[src/rtl/oh_pkg.sv]
// -----------------------------------------------------------------------------
// oh_pkg
// Shared types and constants for the one-hot select driver family.
//   oh_sel_state_t : driver FSM states (idle, driving a select, break gap)
//   OH_DIR_LSB0    : index 0 maps to bit 0
//   OH_DIR_MSB0    : index 0 maps to bit NUM_SIGNALS-1
// -----------------------------------------------------------------------------
package oh_pkg;

  typedef enum logic [1:0] {
    OHS_IDLE,
    OHS_DRIVE,
    OHS_GAP
  } oh_sel_state_t;

  localparam OH_DIR_LSB0 = "LSB0";
  localparam OH_DIR_MSB0 = "MSB0";

  // Index width for a given one-hot width, never below one bit.
  function automatic int oh_index_width(input int num_signals);
    return (num_signals > 1) ? $clog2(num_signals) : 1;
  endfunction

endpackage

[src/rtl/idx_to_oh.sv]
// -----------------------------------------------------------------------------
// idx_to_oh
// Purely combinational binary index to one-hot decoder.
// Parameters:
//   NUM_SIGNALS : width of the one-hot output
//   DIRECTION   : OH_DIR_LSB0 or OH_DIR_MSB0 bit ordering
// Ports:
//   index_i   : binary index
//   one_hot_o : exactly one bit set for index_i < NUM_SIGNALS, else all-zero
// -----------------------------------------------------------------------------
module idx_to_oh
  import oh_pkg::*;
#(
  parameter int NUM_SIGNALS = 4,
  parameter     DIRECTION   = OH_DIR_LSB0,
  localparam int INDEX_WIDTH = oh_index_width(NUM_SIGNALS)
) (
  input  logic [INDEX_WIDTH-1:0] index_i,
  output logic [NUM_SIGNALS-1:0] one_hot_o
);

  localparam bit MSB0 = (DIRECTION == OH_DIR_MSB0);

  // Indices that match no bit position leave the output all-zero.
  always_comb begin
    one_hot_o = '0;
    for (int i = 0; i < NUM_SIGNALS; i++) begin
      if (index_i == INDEX_WIDTH'(i)) begin
        one_hot_o[MSB0 ? (NUM_SIGNALS - 1 - i) : i] = 1'b1;
      end
    end
  end

endmodule

[src/rtl/oh_sel_driver.sv]
// -----------------------------------------------------------------------------
// oh_sel_driver
// Accepts binary index commands over valid/ready and drives a registered,
// glitch-free one-hot select bus for a programmable dwell, followed by an
// all-zero break-before-make gap of GAP_CYCLES cycles.
//
// Optional feature (compile-time macro OH_SEL_DRIVER_RANGE_CHK_EN):
//   defined   : an accepted index >= NUM_SIGNALS is dropped and sets the sticky
//               err_oor flag; a simulation assertion reports it.
//   undefined : err_oor is tied low; an out-of-range index drives all-zero
//               for its dwell while oh_valid still asserts.
//
// Ports:
//   clk       : clock, rising edge
//   rst_n     : asynchronous active-low reset
//   in_valid  : command valid
//   in_ready  : command accepted when in_valid && in_ready (combinational)
//   in_index  : binary index to select
//   in_dwell  : cycles to hold the select (0 behaves as 1)
//   one_hot   : registered one-hot select, zero when idle or in gap
//   oh_valid  : high while in the DRIVE state
//   busy      : high in DRIVE or GAP
//   err_oor   : sticky out-of-range error
// -----------------------------------------------------------------------------
module oh_sel_driver
  import oh_pkg::*;
#(
  parameter int NUM_SIGNALS = 4,
  parameter     DIRECTION   = OH_DIR_LSB0,
  parameter int DWELL_WIDTH = 8,
  parameter int GAP_CYCLES  = 1,
  localparam int INDEX_WIDTH = oh_index_width(NUM_SIGNALS)
) (
  input  logic                   clk,
  input  logic                   rst_n,
  input  logic                   in_valid,
  output logic                   in_ready,
  input  logic [INDEX_WIDTH-1:0] in_index,
  input  logic [DWELL_WIDTH-1:0] in_dwell,
  output logic [NUM_SIGNALS-1:0] one_hot,
  output logic                   oh_valid,
  output logic                   busy,
  output logic                   err_oor
);

  localparam int GAP_W = (GAP_CYCLES > 1) ? $clog2(GAP_CYCLES) : 1;

  oh_sel_state_t          state_q, state_d;
  logic [NUM_SIGNALS-1:0] one_hot_q, one_hot_d;
  logic [DWELL_WIDTH-1:0] dwell_q, dwell_d;
  logic [GAP_W-1:0]       gap_q, gap_d;

  logic [NUM_SIGNALS-1:0] dec_oh;
  logic [DWELL_WIDTH-1:0] dwell_ld;
  logic                   last_drive;
  logic                   accept;

  // Decoder sits ahead of the one_hot register, so the bus never sees
  // decoder glitches.
  idx_to_oh #(
    .NUM_SIGNALS (NUM_SIGNALS),
    .DIRECTION   (DIRECTION)
  ) u_dec (
    .index_i   (in_index),
    .one_hot_o (dec_oh)
  );

  // A dwell of zero is held for one cycle, same as a dwell of one.
  assign dwell_ld = (in_dwell == '0) ? '0 : (in_dwell - DWELL_WIDTH'(1));

  assign last_drive = (state_q == OHS_DRIVE) && (dwell_q == '0);

  // Without a gap, the final drive cycle can take the next command so the
  // new select follows directly with no zero cycle.
  assign in_ready = (state_q == OHS_IDLE) || (last_drive && (GAP_CYCLES == 0));
  assign accept   = in_valid && in_ready;

`ifdef OH_SEL_DRIVER_RANGE_CHK_EN
  logic oor;
  logic err_q, err_d;

  assign oor = ({1'b0, in_index} >= (INDEX_WIDTH + 1)'(NUM_SIGNALS));
`endif

  always_comb begin
    state_d   = state_q;
    one_hot_d = one_hot_q;
    dwell_d   = dwell_q;
    gap_d     = gap_q;
    unique case (state_q)
      OHS_IDLE: begin
        if (accept) begin
          state_d   = OHS_DRIVE;
          one_hot_d = dec_oh;
          dwell_d   = dwell_ld;
        end
      end
      OHS_DRIVE: begin
        if (dwell_q != '0) begin
          dwell_d = dwell_q - DWELL_WIDTH'(1);
        end else if (GAP_CYCLES > 0) begin
          state_d   = OHS_GAP;
          one_hot_d = '0;
          gap_d     = GAP_W'(GAP_CYCLES - 1);
        end else if (accept) begin
          state_d   = OHS_DRIVE;
          one_hot_d = dec_oh;
          dwell_d   = dwell_ld;
        end else begin
          state_d   = OHS_IDLE;
          one_hot_d = '0;
        end
      end
      OHS_GAP: begin
        if (gap_q == '0) begin
          state_d = OHS_IDLE;
        end else begin
          gap_d = gap_q - GAP_W'(1);
        end
      end
      default: begin
        state_d   = OHS_IDLE;
        one_hot_d = '0;
      end
    endcase
`ifdef OH_SEL_DRIVER_RANGE_CHK_EN
    err_d = err_q;
    // An out-of-range command is dropped entirely; any select that was
    // finishing its dwell is released.
    if (accept && oor) begin
      state_d   = OHS_IDLE;
      one_hot_d = '0;
      dwell_d   = '0;
      err_d     = 1'b1;
    end
`endif
  end

  always_ff @(posedge clk or negedge rst_n) begin
    if (!rst_n) begin
      state_q   <= OHS_IDLE;
      one_hot_q <= '0;
      dwell_q   <= '0;
      gap_q     <= '0;
    end else begin
      state_q   <= state_d;
      one_hot_q <= one_hot_d;
      dwell_q   <= dwell_d;
      gap_q     <= gap_d;
    end
  end

`ifdef OH_SEL_DRIVER_RANGE_CHK_EN
  always_ff @(posedge clk or negedge rst_n) begin
    if (!rst_n) begin
      err_q <= 1'b0;
    end else begin
      err_q <= err_d;
    end
  end

  assign err_oor = err_q;

  a_index_in_range: assert property (
    @(posedge clk) disable iff (!rst_n) !(accept && oor)
  ) else $warning("oh_sel_driver: out-of-range index command dropped");
`else
  assign err_oor = 1'b0;
`endif

  assign one_hot  = one_hot_q;
  assign oh_valid = (state_q == OHS_DRIVE);
  assign busy     = (state_q != OHS_IDLE);

endmodule

[config.mk]
export PLATFORM = sky130hd
export DESIGN_NAME = oh_sel_driver
export DESIGN_NICKNAME = d
export VERILOG_FILES = /design/src/rtl/oh_pkg.sv /design/src/rtl/idx_to_oh.sv /design/src/rtl/oh_sel_driver.sv
export SDC_FILE = /design/constraint.sdc
export NUM_CORES = 1
export LEC_CHECK = 0
export ABC_AREA = 1
export CORE_MARGIN = 2
export CORE_UTILIZATION = 50
export DETAILED_ROUTE_END_ITERATION = 7
export MAX_ROUTING_LAYER = met4
export PLACE_DENSITY = 0.78
export SETUP_SLACK_MARGIN = 0.1
export SLEW_MARGIN = 20
export SYNTH_ARGS = -nofsm -noshare
export SYNTH_HDL_FRONTEND = slang
export SYNTH_SLANG_ARGS = --single-unit
[constraint.sdc]
create_clock -name clk -period 2 [get_ports clk]
set_input_delay 0.2 -clock clk [delete_from_list [all_inputs] [get_ports clk]]
set_output_delay 0.2 -clock clk [all_outputs]
set_load 0.1 [all_outputs]
==> flow_summary.json, run 1 <==
{
  "clk_path_buf_depth": 2,
  "holdBufCountCts": 0,
  "end_kind": "flop",
  "synth-xor-area-share": 0.01683,
  "synth-seq-area-share": 0.3365,
  "start_util": 0.5306,
  "antenna_found_initial": 0,
  "synthSimpleGateAreaFrac": 0.3606,
  "synth_nets": 164,
  "cts_buffers": 3,
  "ant_nets": 0,
  "clock_skew_ps": 2.477,
  "synth_edf_count": 0,
  "tightest_slew_ps": 628.2,
  "synth_largest_area_cell": "dfrtp_1",
  "dp_hpwl_microns": 1843,
  "htreeDepth": 1,
  "grt_setup_unrepaired": "no",
  "synthArstFlopShare": 1.000,
  "place_congestion": 0.9051,
  "die_h_microns": 49.63,
  "synthTopCellsByCount": "35 x nand2_1, 20 x nor2_1, 16 x inv_1",
  "syn_to_final_growth_pct": 23.68,
  "setup-violations-final": 0,
  "fmax_mhz": 599.1,
  "io_buffers": 19,
  "syn_area_per_cell_sq_um": 7.082,
  "required_ps": 2220,
  "grt_use_total": 0.2275,
  "drv_cap": 0,
  "total_power_w": 0.0005612,
  "grt-ovfl-total": 0,
  "pwr_density_cell_nw_per_um2": 435.9,
  "rows": 16,
  "slew_viol_final": 0,
  "status": "finished, final reports clean",
  "hold_class": "in -> async",
  "wl_microns": 2341,
  "power.leakage_nw": 0.6271,
  "core_sq_um": 1962,
  "ios": 21,
  "synth_seq_cells": 14,
  "cts_num_sinks": 14,
  "via_count": 1031,
  "cts_resized": 0,
  "dieArea_sq_um": 2463,
  "place_inst": 191,
  "nNetsFinal": 186,
  "period_minus_slack_ps": 1669,
  "synth_cells": 147,
  "synth_top_family_by_area": "simple AND/OR/NAND/NOR gates",
  "root_buffer": "clkbuf_4",
  "grt_max_degree": 15,
  "grt_first_pass_wirelength_microns": 4229,
  "synth.area.mux_share": 0,
  "diodes": 0,
  "vias_per_cell": 5.287,
  "clock_latency_ps": 280,
  "netlist.area_leader.share": 0.3365,
  "synth_compound_area_frac": 0.1466,
  "ys_types": 25,
  "synth.most_common_cell": "nand2_1",
  "grt_pass1_vias": 1010,
  "critPathArrivalTime_ps": 1890,
  "synth_warnings": 0,
  "syn-cell-area_sq_um": 1041,
  "finalCritPeriodShare": 0.8346,
  "postCtsSetupRepairBufs": 0,
  "drc": 0,
  "drtIter0Drc": 10,
  "critPathMaxFanout": 11,
  "dr.pass1.iters": 4,
  "ir_worst_vdd_mv": 0.4206,
  "fp.dieW_microns": 49.63,
  "hold_viol": 0,
  "dominantRegCellSynth": "dfrtp_1",
  "finalSetupTns_ps": 0,
  "cts_tree": "done",
  "clk_pin_slew_ps": 90,
  "fin_cells": 195,
  "synth_area_leaders": "dfrtp_1 34%, nand2_1 13%, nand3_1 7.2%",
  "drive_gt1_frac": 0.1607,
  "yosys.area_share.adder": 0.04808,
  "crit_path_start_kind": "flop",
  "critPathKind": "reg -> reg",
  "slew_headroom": 0.5799,
  "drt-wirelength-per-cell_microns": 12.01
}
worst max-delay path, cell delays in order (launching register included):
cell and delay, ps:
dfrtp_1 390, inv_1 130, ha_1 180, nand3_2 110
o21ai_4 290, nand2_2 240, nand2_1 130, nor2_1 50
nor2_1 80
layer usage:
layer,track usage,share of wire
met4,0.07407,0.023
met1,0.2771,0.46
met5,-,0
met3,0.06061,0.043
met2,0.3667,0.47
layout by cell type (no fill, tap or decap):
| master | instances |
|---|---|
| o31ai_1 | 4 |
| xor2_1 | 2 |
| a21oi_1 | 2 |
| nand3_1 | 15 |
| buf_4 | 7 |
| inv_1 | 16 |
| nand2_1 | 35 |
| clkdlybuf4s50_1 | 12 |
| nor2_2 | 2 |
| nor2_4 | 3 |
| nand3_2 | 1 |
| o21ai_4 | 1 |
| nand2_2 | 3 |
| o21ai_2 | 3 |
| conb_1 | 1 |
| a21o_1 | 1 |
| clkbuf_8 | 1 |
| buf_12 | 1 |
| ha_1 | 4 |
| nor2_1 | 19 |
| dfrtp_1 | 14 |
| o21bai_1 | 3 |
| nor3_1 | 1 |
| clkbuf_4 | 3 |
| inv_2 | 2 |
| o21ai_0 | 8 |
| nand4_1 | 4 |
path summary, 6_finish.rpt:
check | start | end | slack [ps] | cells after the start
worst max-delay path | dwell_q[0] | dwell_q[5] | 330 | 8
worst min-delay path | rst_n | dwell_q[4] | 290 | 1
worst max register to register | dwell_q[0] | dwell_q[5] | 330 | 8
worst min register to register | one_hot[3] | one_hot[3] | 490 | 2
max in group asynchronous | rst_n | one_hot[2] | 1300 | 1
min in group clk | one_hot[3] | one_hot[3] | 490 | 2
cell type report:
cell class / count / area (sq um)
fillers: 189 / 674.4
inverters: 18 / 67.56
multi-input cells: 112 / 606.8
clock buffers: 4 / 36.28
flip-flops and latches: 14 / 350.3
well taps: 27 / 33.78
repair buffers: 20 / 192.7
sequential cells by signal, indices dropped and copies added (netlist names):
register,flops
one_hot,4
state_q,2
dwell_q,8
report_power, final:
part           internal [W]  total (W)  switching, W
Combinational     0.0000291  0.0000661     0.0000370
Clock              0.000111   0.000212      0.000101
Sequential         0.000283   0.000283             0
stage by stage:
step	util	hold slack (ps)	setup WS [ps]	instance area, sq um
after CTS	0.6563	307.4	314.3	1287
final	0.6563	294.8	330.7	1287
after detailed placement	0.6378	474.6	268.2	1251
after global routing	0.6563	329.7	125.5	1287
after floorplan	-	-95.59	287.2	1049
after global placement	0.6378	473.9	344.6	1251
logic make-up after synthesis:
kind of cell             Yosys count
XOR/XNOR                           2
flip-flops                        14
AND/OR/NAND/NOR                   83
AO/OA/AOI/OAI                     22
adder cells (fa/ha/maj)            4
buffers and inverters             21
other                              1
(Power assumes the default switching activity.)
==> run 2: changes to the inputs <==
--- a/config.mk
+++ b/config.mk
@@ -7,10 +7,10 @@
 export LEC_CHECK = 0
 export ABC_AREA = 1
 export CORE_MARGIN = 2
-export CORE_UTILIZATION = 50
+export CORE_UTILIZATION = 45
 export DETAILED_ROUTE_END_ITERATION = 7
 export MAX_ROUTING_LAYER = met4
-export PLACE_DENSITY = 0.78
+export PLACE_DENSITY = 0.74
 export SETUP_SLACK_MARGIN = 0.1
 export SLEW_MARGIN = 20
 export SYNTH_ARGS = -nofsm -noshare
==> constraint.sdc (replaced) <==
create_clock -name clk -period 1.4 [get_ports clk]
set_input_delay 0.14 -clock clk [delete_from_list [all_inputs] [get_ports clk]]
set_output_delay 0.14 -clock clk [all_outputs]
set_load 0.1 [all_outputs]
==> flow_summary.json, run 2 (same netlist as run 1, synthesis figures left out) <==
{
  "fillers": 167,
  "grt-ovfl-total": 0,
  "ant_nets": 0,
  "ir_worst_vdd_mv": 0.5534,
  "finalCritPeriodShare": 1.021,
  "root_buffer": "clkbuf_4",
  "p_int_w": 0.0006185,
  "drtIter0Drc": 28,
  "grt_pass1_vias": 1083,
  "io_buffers": 19,
  "place_congestion": 0.8451,
  "power.leakage_nw": 0.7655,
  "violations": "setup timing",
  "cpLargestDelayFamily": "flip-flops",
  "rows": 17,
  "ios": 21,
  "setup-violations-final": 3,
  "cts_buffers": 3,
  "fmax_mhz": 699.5,
  "syn_to_final_growth_pct": 56.85,
  "clk_pin_slew_ps": 80,
  "final_cell_mix": "29 x nand2_1, 19 x buf_4, 16 x nor2_1",
  "seqPwrFrac": 0.498,
  "drive_gt1_frac": 0.3770,
  "cp_slowest_cell": "dfrtp_1",
  "clock_latency_ps": 280,
  "holdBufCountCts": 0,
  "p_sw_frac": 0.2370,
  "grt_setup_unrepaired": "yes",
  "diodes": 0,
  "clk_path_buf_depth": 2,
  "setup_slack_ps": -29.57,
  "cts_tree": "done",
  "drv_cap": 0,
  "largest_register": "dwell_q",
  "critPathMaxFanout": 5,
  "core_sq_um": 2191,
  "hold_class": "in -> async",
  "required_ps": 1580,
  "combPwrFrac": 0.144,
  "wl_microns": 3019,
  "dieArea_sq_um": 2714,
  "critPathKind": "reg -> reg",
  "clock_skew_ps": 0.8350,
  "total_power_w": 0.0008106,
  "drt-wirelength-per-cell_microns": 13.79,
  "dr.pass1.iters": 4,
  "cts_num_sinks": 14,
  "slew_viol_final": 0,
  "p_sw_w": 0.0001921,
  "pwr_density_cell_nw_per_um2": 496.4,
  "r2r_end": "dwell_q[2]",
  "start_util": 0.4752,
  "r2r_start": "dwell_q[0]",
  "period_minus_slack_ps": 1430,
  "htreeDepth": 1,
  "holdWs_ps": 162.9,
  "dp_hpwl_microns": 2066,
  "pwr-share-clk": 0.358,
  "critPathBufInv": 2,
  "nNetsFinal": 209,
  "die_h_microns": 52.10,
  "via_count": 1150,
  "layout_commonest_cell": "nand2_1",
  "crit_path_start_kind": "flop",
  "antenna_found_initial": 0,
  "crit_chain": "inv_2 -> ha_4 -> nand3_4 -> o21ai_4 -> buf_4 -> nand2_4 -> nand2_2 -> o21ai_2",
  "grt_use_total": 0.2459,
  "grt_max_degree": 15,
  "drc": 0,
  "vias_per_cell": 5.251,
  "reg2reg_setup_slack_ps": -30,
  "cp_slowest_stage_delay_ps": 410,
  "status": "complete, but fails checks",
  "largest_reg_flops": 8,
  "end_kind": "flop",
  "fp.dieW_microns": 52.10,
  "hold_viol": 0,
  "worst-r2r-cell-count": 8,
  "critPathArrivalTime_ps": 1610,
  "grt_first_pass_wirelength_microns": 4774
}
-- run 2: power by group through the flow --
stage,sequential (W),combinational [W],clock (W)
4_1_cts,0.000404,0.000113,0.000301
3_5_place_dp,0.000412,0.000113,0
3_3_place_gp,0.000412,0.000111,0
2_1_floorplan,0.000412,0.0000422,0
5_1_grt,0.000404,0.000127,0.000325
6_report,0.000404,0.000117,0.000290
-- run 2: per-layer routing --
| metal | track usage | up-vias | part of all wire |
|---|---|---|---|
| met5 | - | - | 0 |
| met2 | 0.4557 | 32 | 0.55 |
| met3 | 0.04598 | 2 | 0.033 |
| li1 | - | 568 | - |
| met1 | 0.2609 | 548 | 0.41 |
| met4 | 0.07895 | 0 | 0.0050 |
-- run 2: cell type report --
class                   instances  area (sq um)  area share
multi-input cells             113         693.2      0.4245
repair buffers                 42         447.9      0.2743
flip-flops and latches         14         352.8      0.2161
inverters                      18         67.56     0.04138
clock buffers                   4         36.28     0.02222
well taps                      28         35.03     0.02146
-- run 2: repair_timing --
item                       4_1_cts  5_1_grt
setup endpoints to repair       14       14
pin swaps                        7        9
buffers inserted                 3        3
gates cloned                     1        0
gates resized for setup         17       15
-- run 2: worst max-delay path by stage --
stage	end	slack (ps)	cells after the start	startpoint
after floorplan	busy	-250	2	state_q[1]
after global placement	dwell_q[7]	-180	10	in_dwell[0]
after detailed placement	dwell_q[7]	-220	10	in_dwell[0]
after CTS	dwell_q[5]	80	8	dwell_q[0]
after global routing	dwell_q[2]	-90	8	dwell_q[0]
final	dwell_q[2]	-30	8	dwell_q[0]
-- run 2: through the flow --
step | utilization | std cells | cell area [sq um] | TNS [ps] | setup slack, ps
after floorplan | - | 147 | 1049 | -2962 | -251.7
after CTS | 0.7167 | 216 | 1570 | 0 | 81.95
after global placement | 0.6608 | 208 | 1448 | -976.9 | -175.9
final | 0.7453 | 219 | 1633 | -75.81 | -29.57
after global routing | 0.7453 | 219 | 1633 | -600.9 | -94.68
after detailed placement | 0.6608 | 208 | 1448 | -1316 | -223.1
-- run 2: worst reg2reg max path: cells and delay by family (launching register included) --
kind	cells	cell delay, ps
buffers and inverters	2	280
AND/OR/NAND/NOR	3	210
flip-flops	1	410
AO/OA/AOI/OAI	2	270
adder cells (fa/ha/maj)	1	150
==> run 3: changes to the inputs <==
--- a/config.mk
+++ b/config.mk
@@ -7,10 +7,10 @@
 export LEC_CHECK = 0
 export ABC_AREA = 1
 export CORE_MARGIN = 2
-export CORE_UTILIZATION = 45
+export CORE_UTILIZATION = 50
 export DETAILED_ROUTE_END_ITERATION = 7
 export MAX_ROUTING_LAYER = met4
-export PLACE_DENSITY = 0.74
+export PLACE_DENSITY = 0.78
 export SETUP_SLACK_MARGIN = 0.1
 export SLEW_MARGIN = 20
 export SYNTH_ARGS = -nofsm -noshare
==> constraint.sdc (replaced) <==
create_clock -name clk -period 1.5 [get_ports clk]
set_input_delay 0.15 -clock clk [delete_from_list [all_inputs] [get_ports clk]]
set_output_delay 0.15 -clock clk [all_outputs]
set_load 0.1 [all_outputs]
==> flow_summary.json, run 3 (same netlist as run 1, synthesis figures left out) <==
{
  "status": "finished, final reports clean",
  "antenna_found_initial": 0,
  "nNetsFinal": 209,
  "crit_chain": "inv_2 -> ha_4 -> nand3_4 -> o21ai_4 -> buf_6 -> buf_4 -> nand3_1 -> nand2_1",
  "clk_path_buf_depth": 2,
  "rows": 16,
  "fp.dieW_microns": 49.63,
  "grt_pass1_vias": 1159,
  "place_congestion": 0.8951,
  "total_power_w": 0.0007050,
  "core_sq_um": 1962,
  "holdBufCountCts": 0,
  "setup-violations-final": 0,
  "grt-ovfl-total": 0,
  "cts_buffers": 3,
  "clock_skew_ps": 6.405,
  "drtIter0Drc": 57,
  "fmax_mhz": 700.8,
  "drc": 0,
  "htreeDepth": 1,
  "period_minus_slack_ps": 1427,
  "cts_tree": "done",
  "cp_slowest_cell": "dfrtp_1",
  "largest_register": "dwell_q",
  "r2r_end": "dwell_q[1]",
  "dieArea_sq_um": 2463,
  "root_buffer": "clkbuf_4",
  "place_ws_ps": -163.4,
  "critPathBufInv": 3,
  "critPathMaxFanout": 6,
  "final_cell_mix": "31 x nand2_1, 21 x buf_4, 15 x nor2_1, 15 x nand3_1, 13 x inv_1",
  "hold_viol": 0,
  "setup_slack_ps": 73.08,
  "crit_start": "dwell_q[1]",
  "io_buffers": 19,
  "endpoint": "dwell_q[1]",
  "cp_slowest_stage_delay_ps": 410,
  "wl_microns": 3486,
  "drive_gt1_frac": 0.3421,
  "r2r_start": "dwell_q[1]",
  "clock_latency_ps": 300,
  "drt-wirelength-per-cell_microns": 16.06,
  "cpLargestDelayFamily": "flip-flops",
  "start_util": 0.5306,
  "vias_per_cell": 5.843,
  "grt_max_degree": 15,
  "critPathArrivalTime_ps": 1670,
  "clk_pin_slew_ps": 90,
  "pwr_density_cell_nw_per_um2": 439.5,
  "end_kind": "flop",
  "diodes": 0,
  "ant_nets": 0,
  "slew_viol_final": 0,
  "dr.pass1.iters": 4,
  "critPathKind": "reg -> reg",
  "reg2reg_setup_slack_ps": 70,
  "die_h_microns": 49.63,
  "cts_num_sinks": 14,
  "syn_to_final_growth_pct": 54.09,
  "grt_use_total": 0.2799,
  "via_count": 1268,
  "grt_first_pass_wirelength_microns": 5071,
  "power.leakage_nw": 0.7503,
  "dp_hpwl_microns": 2138,
  "cp_num_cells": 8,
  "ios": 21,
  "grt_setup_unrepaired": "yes",
  "drv_cap": 0,
  "largest_reg_flops": 8,
  "required_ps": 1740,
  "layout_commonest_cell": "nand2_1",
  "worst-r2r-cell-count": 8,
  "finalCritPeriodShare": 0.9513,
  "ir_worst_vdd_mv": 0.5617,
  "fillers": 127,
  "hold_class": "in -> async",
  "crit_path_start_kind": "flop"
}
[run 3: worst min path at each step]
stage	slack, ps	endpoint	cells past startpoint	startpoint
6_report	150	dwell_q[6]	2	rst_n
5_1_grt	190	dwell_q[6]	2	rst_n
4_1_cts	160	dwell_q[6]	2	rst_n
3_5_place_dp	480	dwell_q[6]	2	rst_n
3_3_place_gp	480	dwell_q[4]	2	rst_n
2_1_floorplan	-150	dwell_q[0]	0	rst_n
[run 3: power breakdown]
part / leakage (nW) / switching (W) / internal (W) / total [W]
Clock: 0.0138 / 0.000134 / 0.0000939 / 0.000228
Combinational: 0.569 / 0.0000544 / 0.0000456 / 0.000100
Sequential: 0.168 / 0 / 0.000377 / 0.000377
Total: 0.750 / 0.000189 / 0.000516 / 0.000705
[run 3: layout make-up]
| cell class | count | area (sq um) | area share |
|---|---|---|---|
| Clock buffer | 3 | 22.52 | 0.01404 |
| Inverter | 18 | 67.56 | 0.04212 |
| Timing Repair Buffer | 43 | 451.7 | 0.2816 |
| Sequential cell | 14 | 354.1 | 0.2207 |
| Tap cell | 27 | 33.78 | 0.02106 |
| Multi-Input combinational cell | 112 | 674.4 | 0.4204 |
[run 3: layer usage]
layer	global-route usage	vias up	part of all wire
met5	-	-	0
met1	0.3333	597	0.38
li1	-	566	-
met3	0.06061	28	0.065
met2	0.4422	77	0.50
met4	0.1481	0	0.055
[run 3: through the flow]
stage	instances	utilization	hold slack (ps)	instance area [sq um]	TNS, ps
floorplan	147	-	-145.6	1051	-1573
global placement	199	0.7079	483.0	1389	-356.0
detailed placement	199	0.7079	475.9	1389	-747.1
CTS	208	0.7481	161.4	1468	0
global route	217	0.8176	187.0	1604	0
finish	217	0.8176	149.3	1604	0
[run 3: worst reg2reg max path, delay by kind of cell (launching register included)]
family / cells / cell delay [ps]
DFF: 1 / 410
buffers and inverters: 3 / 370
AOI/OAI and AO/OA: 1 / 200
adders and majority gates: 1 / 150
and+or+nand+nor: 3 / 220
[run 3: repair_timing]
item / CTS / global route
setup buffers: 6 / 9
pin swaps: 3 / 12
resized for setup: 4 / 23
cloned: 0 / 0
endpoints found under the setup margin: 9 / 12
